File: src/rtl/mem_bus_arbiter.sv
// Round-robin arbiter sharing one memory port between the instruction bus and the data bus.
// Transactions are serialized through an IDLE/ADDR/DATA FSM working from latched request copies.
module mem_bus_arbiter #(
  parameter int ADDR_W = 64,
  parameter int DATA_W = 64
) (
  input  logic              clk,
  input  logic              reset,
  input  logic              ireq_valid,
  input  logic [ADDR_W-1:0] ireq_addr,
  output logic              iresp_addr_ok,
  output logic              iresp_data_ok,
  output logic [31:0]       iresp_data,
  input  logic              dreq_valid,
  input  logic [ADDR_W-1:0] dreq_addr,
  input  logic [2:0]        dreq_size,
  input  logic [7:0]        dreq_strobe,
  input  logic [DATA_W-1:0] dreq_data,
  output logic              dresp_addr_ok,
  output logic              dresp_data_ok,
  output logic [DATA_W-1:0] dresp_data,
  output logic              mreq_valid,
  output logic [ADDR_W-1:0] mreq_addr,
  output logic [2:0]        mreq_size,
  output logic [7:0]        mreq_strobe,
  output logic [DATA_W-1:0] mreq_data,
  input  logic              mresp_addr_ok,
  input  logic              mresp_data_ok,
  input  logic [DATA_W-1:0] mresp_data
);

  typedef enum logic [1:0] {
    ST_IDLE = 2'd0,
    ST_ADDR = 2'd1,
    ST_DATA = 2'd2
  } state_t;

  localparam logic OWN_I = 1'b0;
  localparam logic OWN_D = 1'b1;

  state_t              state_r;
  state_t              state_next_s;
  logic                owner_r;
  logic                last_grant_r;
  logic                grant_valid_s;
  logic                grant_d_s;
  logic                addr_ok_s;
  logic                data_ok_s;
  logic [ADDR_W-1:0]   addr_r;
  logic [2:0]          size_r;
  logic [7:0]          strobe_r;
  logic [DATA_W-1:0]   data_r;

  // State register
  always_ff @(posedge clk or negedge reset) begin
    if (!reset) begin
      state_r <= ST_IDLE;
    end else begin
      state_r <= state_next_s;
    end
  end

  // Next-state and grant decision; contention goes to whoever did not win last time
  always_comb begin
    state_next_s  = state_r;
    grant_valid_s = 1'b0;
    grant_d_s     = 1'b0;
    case (state_r)
      ST_IDLE: begin
        if (ireq_valid && dreq_valid) begin
          grant_valid_s = 1'b1;
          grant_d_s     = (last_grant_r == OWN_I);
        end else if (ireq_valid) begin
          grant_valid_s = 1'b1;
          grant_d_s     = 1'b0;
        end else if (dreq_valid) begin
          grant_valid_s = 1'b1;
          grant_d_s     = 1'b1;
        end else begin
          grant_valid_s = 1'b0;
        end
        if (grant_valid_s) begin
          state_next_s = ST_ADDR;
        end else begin
          state_next_s = ST_IDLE;
        end
      end
      ST_ADDR: begin
        if (mresp_addr_ok && mresp_data_ok) begin
          state_next_s = ST_IDLE;
        end else if (mresp_addr_ok) begin
          state_next_s = ST_DATA;
        end else begin
          state_next_s = ST_ADDR;
        end
      end
      ST_DATA: begin
        if (mresp_data_ok) begin
          state_next_s = ST_IDLE;
        end else begin
          state_next_s = ST_DATA;
        end
      end
      default: begin
        state_next_s = ST_IDLE;
      end
    endcase
  end

  // Capture the winner so later changes on the requester side have no effect
  always_ff @(posedge clk or negedge reset) begin
    if (!reset) begin
      owner_r      <= OWN_I;
      last_grant_r <= OWN_I;
      addr_r       <= {ADDR_W{1'b0}};
      size_r       <= 3'b000;
      strobe_r     <= 8'h00;
      data_r       <= {DATA_W{1'b0}};
    end else if (grant_valid_s) begin
      owner_r      <= grant_d_s;
      last_grant_r <= grant_d_s;
      if (grant_d_s) begin
        addr_r   <= dreq_addr;
        size_r   <= dreq_size;
        strobe_r <= dreq_strobe;
        data_r   <= dreq_data;
      end else begin
        addr_r   <= ireq_addr;
        size_r   <= 3'b010;
        strobe_r <= 8'h00;
        data_r   <= {DATA_W{1'b0}};
      end
    end else begin
      owner_r      <= owner_r;
      last_grant_r <= last_grant_r;
    end
  end

  // Outputs: memory side from latches, responses steered combinationally to the owner
  always_comb begin
    mreq_valid = 1'b0;
    addr_ok_s  = 1'b0;
    data_ok_s  = 1'b0;
    case (state_r)
      ST_ADDR: begin
        mreq_valid = 1'b1;
        addr_ok_s  = mresp_addr_ok;
        data_ok_s  = mresp_addr_ok & mresp_data_ok;
      end
      ST_DATA: begin
        data_ok_s  = mresp_data_ok;
      end
      default: begin
        mreq_valid = 1'b0;
      end
    endcase
    mreq_addr     = addr_r;
    mreq_size     = size_r;
    mreq_strobe   = strobe_r;
    mreq_data     = data_r;
    iresp_addr_ok = addr_ok_s & (owner_r == OWN_I);
    iresp_data_ok = data_ok_s & (owner_r == OWN_I);
    dresp_addr_ok = addr_ok_s & (owner_r == OWN_D);
    dresp_data_ok = data_ok_s & (owner_r == OWN_D);
    if (iresp_data_ok) begin
      if (addr_r[2]) begin
        iresp_data = mresp_data[DATA_W-1 -: 32];
      end else begin
        iresp_data = mresp_data[31:0];
      end
    end else begin
      iresp_data = 32'h0000_0000;
    end
    if (dresp_data_ok) begin
      dresp_data = mresp_data;
    end else begin
      dresp_data = {DATA_W{1'b0}};
    end
  end

endmodule

File: config.mk
export PLATFORM = sky130hd
export DESIGN_NAME = mem_bus_arbiter
export DESIGN_NICKNAME = d
export VERILOG_FILES = /design/src/rtl/mem_bus_arbiter.sv
export SDC_FILE = /design/constraint.sdc
export NUM_CORES = 1
export LEC_CHECK = 0
export BUFFER_PORTS_ARGS = -buffer_cell sky130_fd_sc_hd__buf_4
export CAP_MARGIN = 10
export CORE_AREA = 2 2 201 203
export CTS_CLUSTER_SIZE = 40
export DETAILED_ROUTE_END_ITERATION = 6
export DIE_AREA = 0 0 203 205
export SLEW_MARGIN = 20
export SYNTH_ARGS = -nofsm -noshare
export SYNTH_HDL_FRONTEND = slang
export SYNTH_SLANG_ARGS = --single-unit
File: constraint.sdc
create_clock -name clk -period 1.9 [get_ports clk]
set_input_delay 0.285 -clock clk [delete_from_list [all_inputs] [get_ports clk]]
set_output_delay 0.285 -clock clk [all_outputs]
set_load 0.01 [all_outputs]
==> key figures, run 1 <==
Floorplanning
  – Core ar.: 39400 um2
  – Die W: 203 um
  – Die Y: slightly above 200 um
  – Initial Utilization: 0.183
  – Total die area: around 42000 um2
  – Rows: 73
  – Io pins: slightly above 500

Critical path
  – Crit Path Category: reg2out
  – Flop-to-flop setup slack: between 0.15 and 0.2 ns
  – Critical Path Fanout Max: 17
  – WP data arrival: between 2 and 2.5 ns
  – Startpoint types: flip-flop
  – Critical Path RT: 1.62 ns
  – Endpoint class of the critical path: output pin

Power and ir drop
  – Clock share of power: 0.189
  – Comb pwr share: 0.515
  – Leak pwr: between 6 and 7 nW
  – Sw frac: 0.402
  – Sw power: about 7.3 mW
  – Internal: between 10 and 15 mW
  – PwrDens: around 1400 nW/um2
  – Sequential power share: 0.296
  – Total power: about 18 mW
  – Max IR drop VDD: around 0.66 mV

Final layout
  – Ratio of cells with drive above 1 in the final layout: 0.504
  – Fin util: 0.323
  – Nets: about 1500
  – Synth-to-layout area growth: 77.0%

Routing
  – Drt via density: approximately 4.6
  – Drt first pass iters: 5
  – Routed WL: about 36 mm
  – DRC: 0
  – DRT iter0 DRCs: between 400 and 500
  – Antenna viol nets, final: 0
  – Avg WL per Cell: between 20 and 25 um
  – Vias: 8017

Status
  – Failing checks: setup timing
  – Status: finished with violations

STA
  – Min cycle time layout: approximately 2.4 ns
  – RSZ-0062 raised after global routing: true
  – Fin Setup TNS: -38.09 ns
  – Final setup margin: -0.464 ns
  – Clock skew: 0.0109 ns
  – Max Fclk: 423 MHz
  – Worst slew pin tran: 0.577 ns
  – Final period util: 1.24
  – Final Hold Fails: 0
  – Max Slew Vio Count: 0
  – Setup Viol. Count Final: around 100
  – Worst relative slew slack: 0.615

Logic synthesis
  – Async SR Flop Fraction: 1.00
  – Syn nets: just under 1000
  – Mapped Area: between 7000 and 8000 um2
  – FF+latch count, synth: between 100 and 150
  – Sequential share of the synthesized area: 0.494
  – Syn_area_per_cell: approximately 10 um2
  – Primary FF master, synth: dfrtp_1
  – Post-synth EDFFs: 0
  – Syn. warnings: 0
  – Cell count after synthesis: just over 700
  – Post-synth cell types: 28

Flow run
  – Max_cap viols: 0

Placement
  – I/O Buffers: 512
  – Post-place setup slack: -0.0203 ns
  – GP Congestion: between 0.9 and 1
  – Dpl hpwl: 25.5 mm

Clock network
  – H-tree depth: 4
  – Total CTS buffers: 17
  – CTS clk-pin slew, worst paths: ~0.070 ns
  – Clk sinks: 142
  – CTS tree: built
  – Root buffer cell: clkbuf_16
  – Later-pin clock latency in the skew report: 0.46 ns
  – Clock buffer depth: 2

Global routing
  – Initial antenna violation count: 3
  – First-pass GRT wire length: 49.7 mm
  – Vias in the first global route: roughly 7900
  – Pin count of the biggest net entering global routing: 82
  – GRT Util Overall: 0.159
  – Grt total ovfl: 0

Hold path
  – Hold Crit Class: in2reg
[routing by layer]
metal | routed length, um | global-route usage
met5 | 0 | 0
met4 | 1000 | 0.0636
met3 | 2170 | 0.0383
met2 | 18600 | 0.276
met1 | 14000 | 0.188
[cells in the mapped netlist, drive strengths merged, types with 2 or more instances]
cell type  count  area (um2)
dfrtp        142        3550
o2111ai       64         561
nand2          2        7.51
o21ai         65         325
and2          65         408
nor2          97         367
a22o          74         648
a21oi          2        10.0
inv            5        18.8
ha             4        50.1
clkbuf        39         156
nor3           2        10.0
a31oi         64         400
and3           2        12.5
mux2i         32         320
buf           47         305
[sequential cells by signal, indices dropped and copies added (netlist names)]
| name | cells |
|---|---|
| last_grant_r | 1 |
| mreq_addr | 64 |
| mreq_strobe | 8 |
| mreq_size | 3 |
| mreq_data | 64 |
| state_r | 2 |
[path summary, 6_finish.rpt]
kind / to / from / depth (start not counted)
min: mreq_data[17] / dreq_data[17] / 2
max in group asynchronous: last_grant_r / reset / 3
min reg2reg: mreq_data[29] / mreq_data[29] / 1
max: iresp_data[6] / state_r[1] / 7
max reg2reg: mreq_strobe[6] / state_r[1] / 7
min in group asynchronous: mreq_data[3] / reset / 2
[cell usage in the layout (no fill, tap or decap), types with 2 or more instances in the layout]
| cell | Yosys | layout |
|---|---|---|
| buf_4 | 3 | 510 |
| and2_1 | 64 | 62 |
| ha_4 | 0 | 2 |
| clkinvlp_4 | 0 | 2 |
| a31oi_1 | 64 | 64 |
| dfrtp_1 | 142 | 140 |
| o21ai_0 | 57 | 57 |
| clkbuf_8 | 0 | 2 |
| o2111ai_1 | 64 | 64 |
| inv_6 | 0 | 6 |
| and2_4 | 0 | 2 |
| o21ai_1 | 8 | 7 |
| dlygate4sd3_1 | 0 | 17 |
| a22o_1 | 74 | 74 |
| diode_2 | 0 | 2 |
| mux2i_1 | 32 | 32 |
| inv_2 | 1 | 3 |
| clkbuf_16 | 0 | 21 |
| dfrtp_2 | 0 | 2 |
| nor2_1 | 96 | 80 |
| and3_4 | 0 | 2 |
| nor2_2 | 1 | 9 |
| buf_12 | 0 | 15 |
| clkinv_4 | 0 | 4 |
| nor2_4 | 0 | 8 |
| buf_6 | 10 | 13 |
[power groups by stage]
stage,logic [mW],clock network (mW),registers (mW)
finish,9.34,3.42,5.37
global route,10.1,3.64,5.55
CTS,9.00,3.53,5.35
detailed placement,8.93,0,5.36
global placement,8.87,0,5.33
floorplan,3.78,0,5.89
[metrics by stage]
stage          area, um2  hold WS, ns  std cells
6_report           12700       0.0420       1744
5_1_grt            12700       0.0219       1744
4_1_cts            12400      0.00104       1737
3_5_place_dp       11700        0.220       1688
3_3_place_gp       11700        0.217       1688
2_1_floorplan       7190      -0.0106        711
[layout make-up]
cell class | instances | area, um2
diodes | 2 | 5.00
clock buffers | 20 | 457
clock inverters | 12 | 126
fillers | 4078 | 26600
inverters | 5 | 28.8
multi-input cells | 478 | 3320
flip-flops and latches | 142 | 3560
well taps | 525 | 657
repair buffers | 560 | 4570
[logic make-up after synthesis]
group                    synth area share
AND/OR/NAND/NOR                     0.114
multiplexers                       0.0446
adder cells (fa/ha/maj)           0.00696
AO/OA/AOI/OAI                       0.274
flip-flops                          0.494
buffers and inverters              0.0668
[critical path: stages (launching register included)]
cell	delay, ns
dfrtp_1	0.40
inv_2	0.10
ha_4	0.15
a21oi_2	0.07
or3_4	0.43
buf_12	0.18
nor2_1	0.13
buf_4	0.13
[timing repair]
item / in CTS / in global routing
gates cloned: 0 / 4
hold buffers: 17 / 0
resized for setup: 10 / 49
setup buffers: 0 / 1
endpoints found under the setup margin: 100 / 100
pin swaps: 0 / 8
hold endpoints to repair: 46 / 0
Note: power is estimated with default switching activity, not from simulation.
==> run 2: changes to the inputs <==
--- a/config.mk
+++ b/config.mk
@@ -11,6 +11,7 @@
 export CTS_CLUSTER_SIZE = 40
 export DETAILED_ROUTE_END_ITERATION = 6
 export DIE_AREA = 0 0 203 205
+export SKIP_LAST_GASP = 1
 export SLEW_MARGIN = 20
 export SYNTH_ARGS = -nofsm -noshare
 export SYNTH_HDL_FRONTEND = slang
==> run 2 against run 1 <==
The flow still finishes with violations (setup timing). Via count about the same. Non-clock buffer count increased by 5. Sequential power about the same. First-iteration DRC count increased by 8.6%. Sequential share of layout area increased by 0.19 points.
==> key figures, run 2 (same netlist as run 1, synthesis figures left out) <==
STA
  – Final Hold Fails: 0 (unchanged)
  – Worst relative slew slack: 0.614 (was 0.615)
  – Setup Viol. Count Final: 100 (was 98)
  – Final period util: 1.26 (was 1.24)
  – RSZ-0062 raised after global routing: true (unchanged)
  – Final setup margin: -0.489 ns (was -0.464 ns)
  – Clock skew: 0.00953 ns (was 0.0109 ns)
  – Max Fclk: 419 MHz (was 423 MHz)
  – Worst slew pin tran: 0.579 ns (was 0.577 ns)
  – Min Hold Slack: 0.0439 ns (was 0.0420 ns)
  – Min cycle time layout: 2.39 ns (was 2.36 ns)
  – Max Slew Vio Count: 0 (unchanged)

Power and ir drop
  – Sw power: 7.15 mW (was 7.28 mW)
  – Max IR drop VDD: 0.661 mV (was 0.660 mV)
  – Total power: 17.9 mW (was 18.1 mW)
  – Sw frac: 0.400 (was 0.402)
  – Sequential power share: 0.299 (was 0.296)
  – PwrDens: 1410 nW/um2 (was 1420 nW/um2)
  – Internal: 10.7 mW (was 10.8 mW)
  – Leak pwr: 6.03 nW (was 6.02 nW)
  – Comb pwr share: 0.510 (was 0.515)
  – Clock share of power: 0.191 (was 0.189)

Clock network
  – CTS clk-pin slew, worst paths: 0.07 ns (about the same)
  – Root buffer cell: clkbuf_16 (unchanged)
  – Later-pin clock latency in the skew report: 0.46 ns (about the same)
  – CTS tree: built (unchanged)
  – Clock buffer depth: 2 (unchanged)
  – H-tree depth: 4 (unchanged)
  – Total CTS buffers: 17 (unchanged)
  – Clk sinks: 142 (unchanged)

Status
  – Failing checks: setup timing (unchanged)
  – Status: finished with violations (unchanged)

Critical path
  – Cell chain of the critical path: inv_1, ha_4, a21oi_4, or3_4, buf_12, nor2_1, buf_4 (was inv_2, ha_4, a21oi_2, or3_4, buf_12, nor2_1, buf_4)
  – Startpoint types: flip-flop (unchanged)
  – WP buf/inv: 3 (unchanged)
  – Critical-path top delay cell: or3_4 (unchanged)
  – Worst path max stage delay: 0.43 ns (about the same)
  – Crit Path Category: reg2out (unchanged)
  – Critical Path RT: 1.62 ns (about the same)
  – Critical path's top delay family: simple AND/OR/NAND/NOR gates (unchanged)
  – Critical Path Fanout Max: 17 (unchanged)
  – Endpoint class of the critical path: output pin (unchanged)
  – WP data arrival: 2.10 ns (was 2.08 ns)

Global routing
  – Initial antenna violation count: 3 (unchanged)
  – Pin count of the biggest net entering global routing: 82 (unchanged)
  – Vias in the first global route: 7890 (was 7892)
  – First-pass GRT wire length: 49.7 mm (unchanged)
  – GRT Util Overall: 0.159 (about the same)
  – Grt total ovfl: 0 (unchanged)

Routing
  – Vias: 8013 (was 8017)
  – Routed WL: 35.6 mm (was 35.7 mm)
  – Antenna viol nets, final: 0 (unchanged)
  – DRT iter0 DRCs: 541 (was 498)
  – Drt first pass iters: 5 (unchanged)
  – DRC: 0 (unchanged)
  – Drt via density: 4.58 (was 4.60)
  – Avg WL per Cell: 20.3 um (was 20.5 um)

Flow run
  – Max_cap viols: 0 (unchanged)

Placement
  – GP Congestion: 0.941 (unchanged)
  – Dpl hpwl: 25.5 mm (unchanged)
  – Placed instance count: 1688 (unchanged)
  – I/O Buffers: 512 (unchanged)
  – Post-place setup slack: -0.0203 ns (unchanged)

Hold path
  – Hold Crit Class: in2reg (unchanged)

Floorplanning
  – Total die area: 41600 um2 (unchanged)
  – Rows: 73 (unchanged)
  – Die Y: 205 um (unchanged)
  – Die W: 203 um (unchanged)
  – Io pins: 513 (unchanged)
  – Core ar.: 39400 um2 (unchanged)
  – Initial Utilization: 0.183 (unchanged)

Final layout
  – Synth-to-layout area growth: 75.7% (was 77.0%)
  – Ratio of cells with drive above 1 in the final layout: 0.494 (was 0.504)
  – Final std cells w/o fill: 1749 (was 1744)
  – Commonest non-fill, non-tap cell in the layout: buf_4 (unchanged)
  – Most frequent cells in the layout: buf_4 (523), dfrtp_1 (141), nor2_1 (88) (was buf_4 (510), dfrtp_1 (140), nor2_1 (80))
  – Layout filler cell count: 4094 (was 4078)
  – Nets: 1486 (was 1481)
  – Fin util: 0.321 (was 0.323)
run 2: cell count changes in the layout (fill, tap and decap cells not counted), sizes merged:
| cell | previous run | this run |
|---|---|---|
| buf | 539 | 546 |
| inv | 10 | 11 |
| clkinv | 4 | 3 |
| clkbuf | 24 | 22 |
run 2: final cells by class:
class | instances | area (um2) | area share
Clock buffer | 20 | 457 | 0.0362
Inverter | 5 | 18.8 | 0.00149
Multi-Input combinational cell | 478 | 3280 | 0.259
Antenna cell | 2 | 5.00 | 0.000396
Timing Repair Buffer | 565 | 4540 | 0.359
Tap cell | 525 | 657 | 0.0520
Sequential cell | 142 | 3550 | 0.281
Clock inverter | 12 | 126 | 0.0100
run 2: final timing paths:
kind / start / to / slack (ns) / cells after the start
min reg2reg: mreq_data[29] / mreq_data[29] / 0.51 / 1
min: dreq_data[17] / mreq_data[17] / 0.04 / 2
max in group asynchronous: reset / mreq_addr[2] / 0.96 / 3
max: state_r[1] / iresp_data[6] / -0.49 / 7
min in group asynchronous: reset / mreq_data[3] / 0.30 / 2
max reg2reg: state_r[1] / mreq_strobe[6] / 0.15 / 7
run 2: timing repair:
item,4_1_cts,5_1_grt
gates cloned,0,6
buffers inserted,0,5
hold buffers,17,0
gates resized for setup,5,19
setup endpoints to repair,100,100
pin swaps,0,2
hold endpoints to repair,46,0
run 2: per-layer routing:
metal | up-vias | global-route usage | share of wire
li1 | 3655 | - | -
met1 | 3963 | 0.187 | 0.39
met2 | 345 | 0.277 | 0.53
met3 | 50 | 0.0382 | 0.060
met4 | 0 | 0.0636 | 0.029
met5 | - | 0 | 0
run 2: through the flow:
stage          setup TNS, ns  cell area, um2
6_report              -43.04           12600
5_1_grt               -51.54           12600
4_1_cts               -43.70           12400
3_5_place_dp         -0.0288           11700
3_3_place_gp               0           11700
2_1_floorplan              0            7190
run 2: worst register-to-register path, delay by kind of cell (launching register included):
family          cells  cell delay, ns
buf+inv             3            0.57
flops               1            0.38
simple gates        2            0.22
fa+ha+maj           1            0.21
compound gates      1            0.31
run 2: power by group through the flow:
stage / clock [mW] / combinational, mW / sequential [mW]
after floorplan: 0 / 3.78 / 5.89
after detailed placement: 0 / 8.93 / 5.36
after global placement: 0 / 8.87 / 5.33
after CTS: 3.53 / 8.97 / 5.34
after global routing: 3.64 / 9.79 / 5.54
final: 3.41 / 9.11 / 5.35
==> run 3: changes to the inputs <==
--- a/config.mk
+++ b/config.mk
@@ -16,3 +16,4 @@
 export SYNTH_ARGS = -nofsm -noshare
 export SYNTH_HDL_FRONTEND = slang
 export SYNTH_SLANG_ARGS = --single-unit
+export TNS_END_PERCENT = 20
==> run 3 against run 2 <==
The flow still finishes with violations (setup timing). Worst hold slack worse by 0.0011 ns. Final area about the same. Die area stayed put. First-iteration DRC count shrank 4.8%. Critical endpoint is now dresp_data[44]. Largest cell class unchanged.
==> key figures, run 3 (same netlist as run 1, synthesis figures left out) <==
Critical path
  – Worst path max stage delay: 0.39 ns (was 0.43 ns)
  – Critical Path RT: 1.62 ns (about the same)
  – RR Endpoint: mreq_strobe[6] (unchanged)
  – WP buf/inv: 5 (was 3)
  – Crit Path Category: reg2out (unchanged)
  – Critical path's top delay family: buffers and inverters (was simple AND/OR/NAND/NOR gates)
  – Cell chain of the critical path: buf_4, ha_4, a21oi_4, nor3_4, buf_6, buf_12, buf_8, and2_1, buf_4 (was inv_1, ha_4, a21oi_4, or3_4, buf_12, nor2_1, buf_4)
  – Endpoint class of the critical path: output pin (unchanged)
  – Critical-path top delay cell: dfrtp_1 (was or3_4)
  – Worst path depth: 9 (was 7)
  – R2R cell count: 7 (unchanged)
  – WP data arrival: 2.07 ns (was 2.10 ns)
  – Reg2reg start: state_r[0] (was state_r[1])
  – Flop-to-flop setup slack: 0.19 ns (was 0.15 ns)
  – Critical Path Fanout Max: 4 (was 17)
  – Worst path most repeated cell: buf_4
  – Startpoint types: flip-flop (unchanged)

Routing
  – Antenna viol nets, final: 0 (unchanged)
  – Vias: 8068 (was 8013)
  – Routed WL: 35.8 mm (was 35.6 mm)
  – DRT iter0 DRCs: 515 (was 541)
  – Avg WL per Cell: 20.5 um (was 20.3 um)
  – DRC: 0 (unchanged)
  – Drt via density: 4.62 (was 4.58)
  – Drt first pass iters: 5 (unchanged)

Power and ir drop
  – PwrDens: 1410 nW/um2 (about the same)
  – Sw frac: 0.400 (about the same)
  – Comb pwr share: 0.510 (about the same)
  – Leak pwr: 6.03 nW (about the same)
  – Total power: 17.9 mW (about the same)
  – Internal: 10.7 mW (about the same)
  – Sw power: 7.16 mW (was 7.15 mW)
  – Clock share of power: 0.191 (about the same)
  – Sequential power share: 0.299 (about the same)
  – Max IR drop VDD: 0.662 mV (was 0.661 mV)

Global routing
  – First-pass GRT wire length: 49.7 mm (about the same)
  – Vias in the first global route: 7890 (unchanged)
  – GRT Util Overall: 0.159 (unchanged)
  – Grt total ovfl: 0 (unchanged)
  – Pin count of the biggest net entering global routing: 82 (unchanged)
  – Initial antenna violation count: 3 (unchanged)

Final layout
  – Most frequent cells in the layout: buf_4 (521), dfrtp_1 (141), nor2_1 (88) (was buf_4 (523), dfrtp_1 (141), nor2_1 (88))
  – Synth-to-layout area growth: 75.8% (was 75.7%)
  – Commonest non-fill, non-tap cell in the layout: buf_4 (unchanged)
  – Nets: 1485 (was 1486)
  – Ratio of cells with drive above 1 in the final layout: 0.495 (was 0.494)
  – Final std cells w/o fill: 1748 (was 1749)

STA
  – Max Slew Vio Count: 0 (unchanged)
  – Worst slew pin tran: 0.585 ns (was 0.579 ns)
  – Worst relative slew slack: 0.610 (was 0.614)
  – Fin Setup TNS: -40.49 ns (was -43.04 ns)
  – Clock skew: 0.00929 ns (was 0.00953 ns)
  – Final setup margin: -0.460 ns (was -0.489 ns)
  – Final Hold Fails: 0 (unchanged)
  – Final period util: 1.24 (was 1.26)
  – Min cycle time layout: 2.36 ns (was 2.39 ns)
  – Max Fclk: 424 MHz (was 419 MHz)
  – Setup Viol. Count Final: 100 (unchanged)
  – RSZ-0062 raised after global routing: true (unchanged)

Placement
  – Placed instance count: 1688 (unchanged)
  – GP Congestion: 0.941 (unchanged)
  – Dpl hpwl: 25.5 mm (unchanged)
  – I/O Buffers: 512 (unchanged)

Floorplanning
  – Rows: 73 (unchanged)
  – Die Y: 205 um (unchanged)
  – Die W: 203 um (unchanged)
  – Core ar.: 39400 um2 (unchanged)
  – Initial Utilization: 0.183 (unchanged)
  – Io pins: 513 (unchanged)
  – Total die area: 41600 um2 (unchanged)

Clock network
  – CTS tree: built (unchanged)
  – Later-pin clock latency in the skew report: 0.46 ns (about the same)
  – Root buffer cell: clkbuf_16 (unchanged)
  – Clk sinks: 142 (unchanged)
  – Clock buffer depth: 2 (unchanged)
  – H-tree depth: 4 (unchanged)
  – Total CTS buffers: 17 (unchanged)
  – CTS clk-pin slew, worst paths: 0.07 ns (about the same)

Status
  – Failing checks: setup timing (unchanged)
  – Status: finished with violations (unchanged)

Hold path
  – Hold Startpoint: dreq_data[17] (unchanged)
  – Hold endpoint: mreq_data[17] (unchanged)
  – Hold Crit Class: in2reg (unchanged)
  – Hold Crit Depth: 2 (unchanged)

Flow run
  – Max_cap viols: 0 (unchanged)
run 3: cell types whose count changed in the layout (fill, tap and decap cells not counted), sizes merged:
cell / change
buf: -1
run 3: area by class of cell:
type | count | area (um2)
antenna | 2 | 5.00
clock buffer | 20 | 457
clock inverter | 12 | 126
fill | 4093 | 26700
inverter | 5 | 18.8
multi-input combinational | 478 | 3280
sequential | 142 | 3550
tap | 525 | 657
timing repair buffer | 564 | 4550
run 3: power by group through the flow:
stage	Sequential, mW	Combinational [mW]	Clock (mW)
2_1_floorplan	5.89	3.78	0
3_3_place_gp	5.33	8.87	0
3_5_place_dp	5.36	8.93	0
4_1_cts	5.34	8.97	3.53
5_1_grt	5.54	9.81	3.64
6_report	5.35	9.12	3.41
run 3: metal layers:
metal | GRT usage | vias up | wire length (um)
met5 | 0 | - | 0
met4 | 0.0636 | 0 | 964
met3 | 0.0382 | 46 | 2160
met2 | 0.277 | 366 | 18800
met1 | 0.187 | 3994 | 13800
li1 | - | 3662 | -
run 3: timing repair:
action	in CTS	in global routing
hold buffers	17	0
pin swaps	0	2
cloned	0	6
endpoints found under the setup margin	100	100
hold endpoints to repair	46	0
resized for setup	5	21
setup buffers	0	4
run 3: worst max-delay path by stage:
stage                     from             end
finish              state_r[0]  dresp_data[44]
global route        state_r[0]   dresp_data[6]
CTS                 state_r[1]  iresp_data[13]
detailed placement  state_r[1]  iresp_data[30]
global placement    state_r[0]   iresp_data[5]
floorplan           state_r[1]  iresp_data[10]
run 3: through the flow:
step | cell area (um2) | hold WS (ns) | setup slack [ns] | utilization
6_report | 12600 | 0.0428 | -0.460 | 0.321
4_1_cts | 12400 | 0.00104 | -0.497 | 0.316
3_5_place_dp | 11700 | 0.220 | -0.0203 | 0.296
3_3_place_gp | 11700 | 0.217 | 0.0635 | 0.296
5_1_grt | 12600 | 0.0219 | -0.541 | 0.321
2_1_floorplan | 7190 | -0.0106 | 0.00817 | -
